File: src/rtl/cp0_exc_ctrl.sv
// Exception/interrupt/ERET sequencer on the consumer side of CP0: it takes a snapshot of the
// trigger, writes EPC/Cause/Status through the single CP0 write port, then redirects fetch.
module cp0_exc_ctrl #(
  parameter logic [31:0] EXC_VECTOR = 32'hBFC00380,
  parameter int          CP0_ADDR_W = 5
) (
  input  logic                  clk,
  input  logic                  rst,
  input  logic                  mem_valid,
  input  logic [31:0]           mem_pc,
  input  logic                  mem_in_delay_slot,
  input  logic                  mem_exc_req,
  input  logic [4:0]            mem_exc_code,
  input  logic                  mem_eret,
  input  logic [31:0]           cp0_status,
  input  logic [31:0]           cp0_cause,
  input  logic [31:0]           cp0_epc,
  output logic                  cp0_we,
  output logic [CP0_ADDR_W-1:0] cp0_waddr,
  output logic [31:0]           cp0_wdata,
  output logic                  busy,
  output logic                  flush,
  output logic                  redirect_valid,
  output logic [31:0]           redirect_pc
);

  localparam logic [2:0] S_IDLE     = 3'd0;
  localparam logic [2:0] S_W_EPC    = 3'd1;
  localparam logic [2:0] S_W_CAUSE  = 3'd2;
  localparam logic [2:0] S_W_STATUS = 3'd3;
  localparam logic [2:0] S_E_STATUS = 3'd4;
  localparam logic [2:0] S_REDIRECT = 3'd5;

  localparam logic [CP0_ADDR_W-1:0] ADDR_STATUS = CP0_ADDR_W'(12);
  localparam logic [CP0_ADDR_W-1:0] ADDR_CAUSE  = CP0_ADDR_W'(13);
  localparam logic [CP0_ADDR_W-1:0] ADDR_EPC    = CP0_ADDR_W'(14);

  logic [2:0]            state_reg, state_next;
  logic [31:0]           snap_pc_reg, snap_pc_next;
  logic                  snap_bd_reg, snap_bd_next;
  logic [4:0]            snap_code_reg, snap_code_next;
  logic                  snap_eret_reg, snap_eret_next;
  logic [31:0]           snap_status_reg, snap_status_next;
  logic [31:0]           snap_cause_reg, snap_cause_next;
  logic [31:0]           snap_epc_reg, snap_epc_next;

  logic                  we_reg, we_next;
  logic [CP0_ADDR_W-1:0] waddr_reg, waddr_next;
  logic [31:0]           wdata_reg, wdata_next;
  logic                  busy_reg, busy_next;
  logic                  redirect_valid_reg, redirect_valid_next;
  logic [31:0]           redirect_pc_reg, redirect_pc_next;

  logic [7:0] int_pending;
  logic       int_take;
  logic       exc_take;
  logic       eret_take;

  genvar gi;
  generate
    for (gi = 0; gi < 8; gi++) begin : g_int_line
      assign int_pending[gi] = cp0_cause[8+gi] & cp0_status[8+gi];
    end
  endgenerate

  // EXL (Status[1]) masks interrupts but never synchronous exceptions.
  assign int_take  = cp0_status[0] & ~cp0_status[1] & (|int_pending);
  assign exc_take  = int_take | mem_exc_req;
  assign eret_take = ~exc_take & mem_eret;

  always_comb begin
    state_next       = state_reg;
    snap_pc_next     = snap_pc_reg;
    snap_bd_next     = snap_bd_reg;
    snap_code_next   = snap_code_reg;
    snap_eret_next   = snap_eret_reg;
    snap_status_next = snap_status_reg;
    snap_cause_next  = snap_cause_reg;
    snap_epc_next    = snap_epc_reg;
    case (state_reg)
      S_IDLE: begin
        if (mem_valid && (exc_take || eret_take)) begin
          snap_pc_next     = mem_pc;
          snap_bd_next     = mem_in_delay_slot;
          snap_code_next   = int_take ? 5'd0 : mem_exc_code;
          snap_eret_next   = eret_take;
          snap_status_next = cp0_status;
          snap_cause_next  = cp0_cause;
          snap_epc_next    = cp0_epc;
          state_next       = exc_take ? S_W_EPC : S_E_STATUS;
        end
      end
      S_W_EPC:    state_next = S_W_CAUSE;
      S_W_CAUSE:  state_next = S_W_STATUS;
      S_W_STATUS: state_next = S_REDIRECT;
      S_E_STATUS: state_next = S_REDIRECT;
      S_REDIRECT: state_next = S_IDLE;
      default:    state_next = S_IDLE;
    endcase
  end

  // Outputs are decoded from the upcoming state so they leave straight from flops.
  always_comb begin
    we_next             = 1'b0;
    waddr_next          = '0;
    wdata_next          = 32'd0;
    redirect_valid_next = 1'b0;
    redirect_pc_next    = redirect_pc_reg;
    busy_next           = (state_next != S_IDLE);
    case (state_next)
      S_W_EPC: begin
        we_next    = 1'b1;
        waddr_next = ADDR_EPC;
        wdata_next = snap_bd_next ? (snap_pc_next - 32'd4) : snap_pc_next;
      end
      S_W_CAUSE: begin
        we_next    = 1'b1;
        waddr_next = ADDR_CAUSE;
        wdata_next = {snap_bd_next, snap_cause_next[30:7], snap_code_next, snap_cause_next[1:0]};
      end
      S_W_STATUS: begin
        we_next    = 1'b1;
        waddr_next = ADDR_STATUS;
        wdata_next = snap_status_next | 32'h0000_0002;
      end
      S_E_STATUS: begin
        we_next    = 1'b1;
        waddr_next = ADDR_STATUS;
        wdata_next = snap_status_next & ~32'h0000_0002;
      end
      S_REDIRECT: begin
        redirect_valid_next = 1'b1;
        redirect_pc_next    = snap_eret_next ? snap_epc_next : EXC_VECTOR;
      end
      default: ;
    endcase
  end

  always_ff @(posedge clk or negedge rst) begin
    if (!rst) begin
      state_reg          <= S_IDLE;
      snap_pc_reg        <= 32'd0;
      snap_bd_reg        <= 1'b0;
      snap_code_reg      <= 5'd0;
      snap_eret_reg      <= 1'b0;
      snap_status_reg    <= 32'd0;
      snap_cause_reg     <= 32'd0;
      snap_epc_reg       <= 32'd0;
      we_reg             <= 1'b0;
      waddr_reg          <= '0;
      wdata_reg          <= 32'd0;
      busy_reg           <= 1'b0;
      redirect_valid_reg <= 1'b0;
      redirect_pc_reg    <= 32'd0;
    end else begin
      state_reg          <= state_next;
      snap_pc_reg        <= snap_pc_next;
      snap_bd_reg        <= snap_bd_next;
      snap_code_reg      <= snap_code_next;
      snap_eret_reg      <= snap_eret_next;
      snap_status_reg    <= snap_status_next;
      snap_cause_reg     <= snap_cause_next;
      snap_epc_reg       <= snap_epc_next;
      we_reg             <= we_next;
      waddr_reg          <= waddr_next;
      wdata_reg          <= wdata_next;
      busy_reg           <= busy_next;
      redirect_valid_reg <= redirect_valid_next;
      redirect_pc_reg    <= redirect_pc_next;
    end
  end

  assign cp0_we         = we_reg;
  assign cp0_waddr      = waddr_reg;
  assign cp0_wdata      = wdata_reg;
  assign busy           = busy_reg;
  assign flush          = busy_reg;
  assign redirect_valid = redirect_valid_reg;
  assign redirect_pc    = redirect_pc_reg;

endmodule

File: config.mk
export PLATFORM = sky130hd
export DESIGN_NAME = cp0_exc_ctrl
export DESIGN_NICKNAME = d
export VERILOG_FILES = /design/src/rtl/cp0_exc_ctrl.sv
export SDC_FILE = /design/constraint.sdc
export NUM_CORES = 1
export LEC_CHECK = 0
export BUFFER_PORTS_ARGS = -buffer_cell sky130_fd_sc_hd__buf_2
export CAP_MARGIN = 20
export CORE_ASPECT_RATIO = 1.25
export CORE_MARGIN = 10
export CORE_UTILIZATION = 45
export CTS_CLUSTER_SIZE = 16
export DETAILED_ROUTE_END_ITERATION = 16
export PLACE_DENSITY = 0.69
export SKIP_LAST_GASP = 1
export SLEW_MARGIN = 10
export SYNTH_ARGS = -nofsm -noshare
export SYNTH_HDL_FRONTEND = slang
export SYNTH_SLANG_ARGS = --single-unit
File: constraint.sdc
create_clock -name clk -period 7.34 [get_ports clk]
set_clock_uncertainty 0.2 [all_clocks]
set_input_delay 1.101 -clock clk [delete_from_list [all_inputs] [get_ports clk]]
set_output_delay 1.101 -clock clk [all_outputs]
set_load 0.02 [all_outputs]
==> results of run 1 <==
layer usage:
metal | vias to the layer above | part of all wire | routed length [um]
met5 | - | 0.00030 | 8
met4 | 2 | 0.026 | 682
met3 | 52 | 0.074 | 1944
met2 | 241 | 0.51 | 13360
met1 | 3614 | 0.39 | 10330
li1 | 3419 | - | -
cells by family (layout without fill, tap and decap cells):
logic type | after synthesis | after routing | synth area share
flops | 201 | 201 | 0.5386
xor+xnor | 16 | 16 | 0.01500
mux | 95 | 95 | 0.1091
compound gates | 167 | 167 | 0.1458
fa+ha+maj | 1 | 1 | 0.001340
simple gates | 279 | 279 | 0.1456
buf+inv | 94 | 297 | 0.04421
other cells | 1 | 9 | 0.0004015
worst max-delay path, cell delays in order:
cell and delay, ns:
buf_2 0.12, a22o_1 0.31, or4_1 0.90, a21oi_4 0.29, buf_4 0.41, mux2i_1 0.38
ha_1 0.29, nand2_1 0.12, a2111o_1 0.45, and2_4 0.18, or4_1 0.46, a31o_1 0.22
cell usage in the layout, fill, tap and decap left out, types with 18 or more instances in the layout:
master,count
nor2_1,28
mux2i_1,41
clkbuf_16,21
nand2b_1,21
and2_1,21
inv_1,41
dfrtp_1,201
a31o_2,24
buf_2,203
nand2_1,138
o211ai_1,18
mux2_2,53
power groups by stage:
stage	Combinational, uW	Sequential [uW]	Clock (uW)
after global routing	2150	1880	1210
after floorplan	1250	1960	0
after global placement	1920	1830	0
after CTS	1970	1830	1170
after detailed placement	1960	1840	0
final	1950	1830	1130
path summary, 6_finish.rpt:
check                      cells past startpoint                   to        startpoint  slack [ns]
setup / recovery                              12        cp0_wdata[26]    cp0_status[11]        2.24
hold / removal                                 2     snap_epc_reg[10]  snap_epc_reg[10]        0.26
setup reg to reg                              11        cp0_wdata[26]      state_reg[2]        2.85
hold reg to reg                                2     snap_epc_reg[10]  snap_epc_reg[10]        0.26
max in group asynchronous                      2  snap_status_reg[21]               rst        5.22
min in group asynchronous                      1   snap_status_reg[3]               rst        0.41
metrics by stage:
stage               std cells  setup WS, ns  cell area, um2  hold slack (ns)
finish                   1335         2.235           11350           0.2613
global route             1332         2.106           11340           0.2792
CTS                      1327         2.289           11330           0.2652
detailed placement       1290         1.808           10590           0.2523
global placement         1290         1.853           10590           0.2454
floorplan                 854         2.656            9339           0.2345
final cells by class:
type,instances,area (um2)
fill,1775,8895
multi-input combinational,559,3929
timing repair buffer,218,1135
inverter,42,157.7
clock buffer,31,633.1
tap,270,337.8
antenna,8,20.02
clock inverter,6,110.1
sequential,201,5030
==> results.yml, run 1 <==
status:
  status: "finished clean"
pwr:
  peakVddDrop_uv: 215.1
  p_sw_uw: 1814
  pwr-share-clk: 0.231
  cellLeakagePower_uw: 0.005581
  p_sw_frac: 0.3698
  seqPwrFrac: 0.372
  intPower_uw: 3092
  power_frac_comb: 0.397
  power_uw: 4906
  powerDensity_mw_per_mm2: 432.2
synth:
  synthArstFlopShare: 1.000
  avgSynthCellArea_um2: 10.94
  synth.top_cells.by_count: "dfrtp_1, nand2_1, mux2_2"
  synth_top_area_share: 0.5386
  synth_edf_count: 0
  synth.most_common_cell: "dfrtp_1"
  synth-seq-area-share: 0.5386
  synth_cell_types: 71
  synth_area_leaders: "dfrtp_1, mux2_2, nand2_1"
  syn_nets: 994
  synth_ff_type: "dfrtp_1"
  ys_ff_latch: 201
  yosys.area.top_type: "dfrtp_1"
  synthCells: 854
  netlist_area_mm2: 0.009339
  yosys_warnings: 0
cts:
  cts_setup_buffers: 0
  tritoncts: "built"
  htreeDepth: 1
  cts.clk_slew.worst_paths_ns: 0.06
  cts-buffers-inserted: 21
  clock-sinks: 201
  cts_buffer_depth: 3
  clockRootBuffer: "clkbuf_16"
  cts_hold_buf: 0
  ctsResizeCount: 0
  clk_latency_ns: 0.49
routing:
  drt-total-wl_mm: 26.33
  ant_nets: 0
  first_pass_iters: 5
  wl_per_cell_um: 19.72
  viasPerCell: 5.489
  drc: 0
  dr_total_vias: 7328
  drtIter0Drc: 438
job:
  drv_cap: 0
global_route:
  met3_usage: 0.05075
  globalRouteMet1Util: 0.2250
  grt_pass1_vias: 7632
  grtUsageMet2: 0.3226
  overflow: 0
  grt_pass1_wl_mm: 41.53
  grt_max_degree: 71
  grt_use_total: 0.1890
  busiest_layer: "met2"
  antenna_found_initial: 9
timing:
  setup_violations: 0
  slew_viol_final: 0
  finalCritPeriodShare: 0.6955
  finalSetupTns_ns: 0
  period_needed_ns: 5.105
  hold_viol: 0
  rsz0062_at_grt: "false"
  slew_headroom: 0.4352
  tightestPinTransition_ns: 0.8471
  max_freq_mhz: 195.9
final_layout:
  fin_nets: 1183
  final_layout_size_suffix_gt1_frac: 0.3226
  area_growth_syn_to_layout_pct: 21.56
  finish.utilization: 0.5607
floorplan:
  io_pins: 212
  dieArea_mm2: 0.02695
  die_x_um: 148.9
  start_util: 0.4613
  fp.dieH_um: 181.1
  core.rowCount: 58
  coreArea_mm2: 0.02025
critical_path:
  critPathMaxFanout: 33
  critPathArrivalTime_ns: 5.27
  cp_data_required_time_ns: 7.51
  startpoint_type: "input port"
  worstSetupEndpointType: "flip-flop"
  worst-setup-path-type: "in2reg"
placement:
  io_buffer_count: 204
  dp_hpwl_mm: 18.68
  gp_congestion: 0.9037
hold_path:
  min_path_type: "reg2reg"
(Power assumes the default switching activity.)
==> inputs of run 2 (changes only) <==
Settings changed: ABC_AREA set to 1.
Clock period 7.34 ns to 5.1 ns, I/O delays scaled along.
==> results.yml, run 2 <==
status:
  status: "finished clean"
critical_path:
  critPathArrivalTime_ns: 3.57
  cpMostUsedCell: "nand2_1"
  worst-setup-path-type: "in2reg"
  cp_slowest_cell: "nand3_4"
  critPathMaxFanout: 27
  critPathMaxStageDelay_ns: 0.30
  rrSetupSlack_ns: 1.84
  rr_worst_depth: 13
  startpoint_type: "input port"
  path_delay_family: "simple AND/OR/NAND/NOR gates"
  worstSetupEndpointType: "flip-flop"
  path_cells: "buf_2 -> nand2_1 -> nand2_1 -> nor2_1 -> nand2_1 -> nand2_4 -> nand3_4 -> nand3_4 -> buf_4 -> nand2_1 -> nand2_1 -> nand2_1 -> nor2_1 -> nand2_1 -> nor2_1 -> nand2_1 -> nand3_1 -> nand3_1"
  r2r_end: "cp0_wdata[23]"
  r2r-start: "state_reg[2]"
  cp_data_required_time_ns: 5.27
  path_buf_inv: 2
routing:
  drtIter0Drc: 507
  wl_per_cell_um: 16.20
  drt-total-wl_mm: 26.60
  dr_total_vias: 8090
  ant_nets: 0
  viasPerCell: 4.927
  first_pass_iters: 5
  drc: 0
pwr:
  intPower_uw: 3883
  power_uw: 6596
  powerDensity_mw_per_mm2: 592.3
  cellLeakagePower_uw: 0.006137
  power_frac_comb: 0.402
  seqPwrFrac: 0.378
  p_sw_frac: 0.4114
  p_sw_uw: 2713
  pwr-share-clk: 0.220
  peakVddDrop_uv: 366.5
timing:
  rsz0062_at_grt: "false"
  finalSetupTns_ns: 0
  tightestPinTransition_ns: 0.9692
  finalCritPeriodShare: 0.6657
  postLayoutSetupSlackWorst_ns: 1.705
  period_needed_ns: 3.395
  hold_viol: 0
  setup_violations: 0
  slew_headroom: 0.3538
  max_freq_mhz: 294.5
  slew_viol_final: 0
global_route:
  grt_use_total: 0.1945
  grt_pass1_wl_mm: 42.55
  overflow: 0
  grt_pass1_vias: 8211
  antenna_found_initial: 2
  grt_max_degree: 122
final_layout:
  final_cell_mix: "nand2_1, buf_2, dfrtp_1"
  area_growth_syn_to_layout_pct: 20.23
  final_cells: 1642
  fin_nets: 1497
  final_common_cell: "nand2_1"
  final_layout_size_suffix_gt1_frac: 0.2152
synth:
  synth_cell_types: 32
  synth.top_cells.by_count: "nand2_1, dfrtp_1, inv_1"
  ys_ff_latch: 201
  avgSynthCellArea_um2: 7.910
  synth_edf_count: 0
  synth_top_area_share: 0.5430
  synthCells: 1171
  netlist_area_mm2: 0.009263
  synthArstFlopShare: 1.000
  synth_area_leaders: "dfrtp_1, nand2_1, nand3_1"
  yosys.area.top_type: "dfrtp_1"
  synth-seq-area-share: 0.5430
  yosys_warnings: 0
  syn_nets: 1311
  synth_ff_type: "dfrtp_1"
  synth.most_common_cell: "nand2_1"
cts:
  clockRootBuffer: "clkbuf_16"
  cts-buffers-inserted: 21
  htreeDepth: 1
  tritoncts: "built"
  cts_setup_buffers: 0
  clk_latency_ns: 0.50
  ctsResizeCount: 0
  cts.clk_slew.worst_paths_ns: 0.06
  clock-sinks: 201
  cts_buffer_depth: 3
  cts_hold_buf: 0
floorplan:
  io_pins: 212
  core.rowCount: 58
  coreArea_mm2: 0.02017
  start_util: 0.4591
  dieArea_mm2: 0.02676
  die_x_um: 148.3
  fp.dieH_um: 180.4
placement:
  gp_congestion: 0.9281
  dp_slack_ns: 1.199
  io_buffer_count: 204
  placed_cells: 1604
  dp_hpwl_mm: 18.93
job:
  drv_cap: 0
hold_path:
  min_path_type: "in2async"
[run 2: cell types whose count changed in the layout (fill, tap and decap cells not counted), moves of 17 or more]
cell,previous run,this run
nand2_1,138,531
nand3_1,11,91
inv_1,41,116
mux2_2,53,0
mux2i_1,41,0
nand4_1,3,28
a31o_2,24,0
and2_1,21,0
nand2b_1,21,0
nor2_1,28,45
[run 2: power groups by stage]
stage	clock network [uW]	registers, uW	logic (uW)
2_1_floorplan	0	2710	1660
3_3_place_gp	0	2500	2610
3_5_place_dp	0	2510	2660
4_1_cts	1480	2500	2680
5_1_grt	1550	2560	3010
6_report	1450	2500	2650
[run 2: area by class of cell]
class                      instances  area (um2)
tap                              270       337.8
multi-input combinational        796        3520
inverter                         120       451.7
clock inverter                    13       96.34
fill                            1926        9037
timing repair buffer             217        1152
antenna                            1       2.502
sequential                       201        5030
clock buffer                      24       546.8
[run 2: per-layer routing]
layer | vias to the layer above | global-route usage | share of wire
met5 | - | 0 | 0.00049
met4 | 2 | 0.07029 | 0.032
met3 | 47 | 0.04347 | 0.061
met2 | 216 | 0.3341 | 0.50
met1 | 3822 | 0.2321 | 0.40
li1 | 4003 | - | -
[run 2: stage by stage]
stage          hold slack, ns  area (um2)    util
2_1_floorplan          0.2437        9263       -
3_3_place_gp           0.2575       10490  0.5200
3_5_place_dp           0.2599       10490  0.5200
4_1_cts                0.2551       11130  0.5519
5_1_grt                0.2738       11130  0.5519
6_report               0.2064       11140  0.5520
[run 2: cell families after synthesis]
family | Yosys count | share of synthesized area
AO/OA/AOI/OAI | 57 | 0.04093
adder cells (fa/ha/maj) | 1 | 0.001351
flip-flops | 201 | 0.5430
buffers and inverters | 174 | 0.07862
XOR/XNOR | 1 | 0.0009457
other | 1 | 0.0004049
AND/OR/NAND/NOR | 736 | 0.3347
[run 2: worst reg2reg max path: cells and delay by family, from the launching register on]
kind / cells / cell delay (ns)
buf+inv: 3 / 0.85
compound gates: 1 / 0.32
flops: 1 / 0.42
simple gates: 9 / 1.33
[run 2: worst max-delay path by stage]
| stage | cells past startpoint | slack, ns | to | from |
|---|---|---|---|---|
| 4_1_cts | 18 | 1.71 | cp0_wdata[23] | cp0_status[8] |
| 2_1_floorplan | 17 | 2.41 | cp0_wdata[22] | cp0_status[14] |
| 5_1_grt | 18 | 1.45 | cp0_wdata[29] | cp0_status[8] |
| 3_3_place_gp | 18 | 1.24 | cp0_wdata[23] | cp0_status[8] |
| 6_report | 18 | 1.70 | cp0_wdata[14] | cp0_status[8] |
| 3_5_place_dp | 18 | 1.20 | cp0_wdata[23] | cp0_status[8] |
==> inputs of run 3 (changes only) <==
Clock period 5.1 ns to 3.2 ns, I/O delays scaled along.
==> results.yml, run 3 (synthesized netlist as in run 2, its figures left out) <==
status:
  status: "finished clean"
routing:
  viasPerCell: 4.857
  dr_total_vias: 8193
  drt-total-wl_mm: 27.14
  wl_per_cell_um: 16.09
  drtIter0Drc: 384
  drc: 0
  ant_nets: 0
  first_pass_iters: 5
floorplan:
  io_pins: 212
  fp.dieH_um: 180.4
  core.rowCount: 58
  coreArea_mm2: 0.02017
  start_util: 0.4591
  die_x_um: 148.3
  dieArea_mm2: 0.02676
cts:
  clk_latency_ns: 0.49
  cts-buffers-inserted: 21
  cts.clk_slew.worst_paths_ns: 0.06
  htreeDepth: 1
  cts_buffer_depth: 3
  clock-sinks: 201
  tritoncts: "built"
  clockRootBuffer: "clkbuf_16"
hold_path:
  hold_depth: 3
  min_to: "snap_epc_reg[10]"
  min_from: "cp0_epc[10]"
  min_path_type: "in2reg"
critical_path:
  cp_data_required_time_ns: 3.38
  rrSetupSlack_ns: 0.40
  rr_worst_depth: 13
  path_cells: "dlygate4sd3_1 -> buf_2 -> nand2_1 -> nand2_1 -> nor2_1 -> nand2_1 -> nand2_4 -> nand3_4 -> nand3_4 -> buf_6 -> nand2_1 -> nand2_1 -> nand2_2 -> nor2_4 -> nand3_1 -> nor2_1 -> nand3_1 -> nand3_1 -> nand2_1"
  r2r-start: "state_reg[2]"
  worstSetupEndpointType: "flip-flop"
  cpMostUsedCell: "nand2_1"
  path_buf_inv: 3
  r2r_end: "cp0_wdata[18]"
  startpoint_type: "input port"
  critPathArrivalTime_ns: 3.16
  critPathMaxStageDelay_ns: 0.53
  critPathMaxFanout: 21
  path_delay_family: "simple AND/OR/NAND/NOR gates"
  cp_slowest_cell: "dlygate4sd3_1"
  worst-setup-path-type: "in2reg"
global_route:
  grt_pass1_wl_mm: 43.56
  grt_max_degree: 74
  grt_use_total: 0.1986
  antenna_found_initial: 1
  overflow: 0
  grt_pass1_vias: 8561
timing:
  slew_headroom: 0.5740
  finalCritPeriodShare: 0.9311
  max_freq_mhz: 335.6
  rsz0062_at_grt: "true"
  setup_violations: 0
  slew_viol_final: 0
  period_needed_ns: 2.979
  hold_viol: 0
  tightestPinTransition_ns: 0.6390
job:
  drv_cap: 0
final_layout:
  n_fill_cell: 1912
  final_common_cell: "nand2_1"
  final_cell_mix: "nand2_1, buf_2, dfrtp_1"
  final_area_mm2: 0.01160
  multi_input_area_mm2: 0.003520
  final_layout_size_suffix_gt1_frac: 0.2191
  area_growth_syn_to_layout_pct: 25.27
  final_cells: 1687
  seq_area_mm2: 0.005030
  fin_nets: 1541
placement:
  placed_cells: 1622
  dp_hpwl_mm: 19.63
  postPlaceCellArea_mm2: 0.01068
  io_buffer_count: 204
  gp_congestion: 0.9234
pwr:
  cellLeakagePower_uw: 0.006357
  power_uw: 10720
  peakVddDrop_uv: 706.3
  powerDensity_mw_per_mm2: 923.7
==> run 3: cell types whose count changed in the layout (fill, tap and decap cells not counted) <==
| cell | delta |
|---|---|
| dlygate4sd3_1 | +26 |
| clkinv_2 | -4 |
| diode_2 | +1 |
| clkbuf_1 | +3 |
| clkbuf_8 | +2 |
| buf_6 | +2 |
| buf_4 | +12 |
| clkinvlp_4 | -1 |
| buf_12 | +4 |
==> run 3: report_power, final <==
group	internal [uW]	leakage, uW	switching, uW	total (uW)
Sequential	3620	0.00249	365	3980
Clock	1360	0.000328	977	2340
Combinational	1400	0.00354	3000	4400
==> run 3: layout make-up <==
class | instances | share of cell area
multi-input cells | 796 | 0.3033
repair buffers | 261 | 0.1383
diodes | 2 | 0.0004313
flip-flops and latches | 201 | 0.4335
inverters | 120 | 0.03893
well taps | 270 | 0.02911
clock inverters | 8 | 0.005931
clock buffers | 29 | 0.05046
==> run 3: repair_timing <==
item,4_1_cts,5_1_grt
resized for setup,0,2
hold buffers,26,0
setup buffers,0,0
setup endpoints to repair,0,5
hold endpoints to repair,95,0
==> run 3: worst max-delay path by stage <==
stage                         startpoint            end  slack (ns)  depth (start not counted)
after global routing        cp0_cause[9]  cp0_wdata[30]       -0.02                         20
final                       cp0_cause[9]  cp0_wdata[25]        0.22                         19
after floorplan           cp0_status[14]  cp0_wdata[22]        0.80                         17
after detailed placement  cp0_status[10]  cp0_wdata[18]        0.18                         18
after CTS                   cp0_cause[9]  cp0_wdata[18]        0.16                         19
after global placement    cp0_status[11]  cp0_wdata[23]        0.20                         18
==> run 3: metal layers <==
metal | up-vias | track usage | wire length (um)
met3 | 44 | 0.04347 | 1628
met5 | - | 0 | 7
met4 | 2 | 0.06315 | 722
li1 | 4098 | - | -
met1 | 3844 | 0.2314 | 11040
met2 | 205 | 0.3525 | 13740
==> run 3: metrics by stage <==
| step | setup TNS (ns) | util | hold slack (ns) | setup WS, ns |
|---|---|---|---|---|
| after floorplan | 0 | - | -0.01559 | 0.7991 |
| after global placement | 0 | 0.5292 | 0.2562 | 0.2021 |
| final | 0 | 0.5752 | 0.01123 | 0.2205 |
| after global routing | -0.02104 | 0.5749 | 0.005041 | -0.02104 |
| after CTS | 0 | 0.5745 | 0.0001296 | 0.1614 |
| after detailed placement | 0 | 0.5292 | 0.2599 | 0.1845 |
==> run 3: worst reg2reg max path: stages, from the launching register on <==
cell,delay (ns)
dfrtp_1,0.43
nor2_1,0.12
nand2_1,0.10
inv_2,0.29
nand3_4,0.21
buf_6,0.22
o21ai_1,0.24
nand2_1,0.11
inv_1,0.08
nand3_1,0.15
nor2_2,0.19
nand2_1,0.07
nand3_1,0.17
nand3_1,0.10
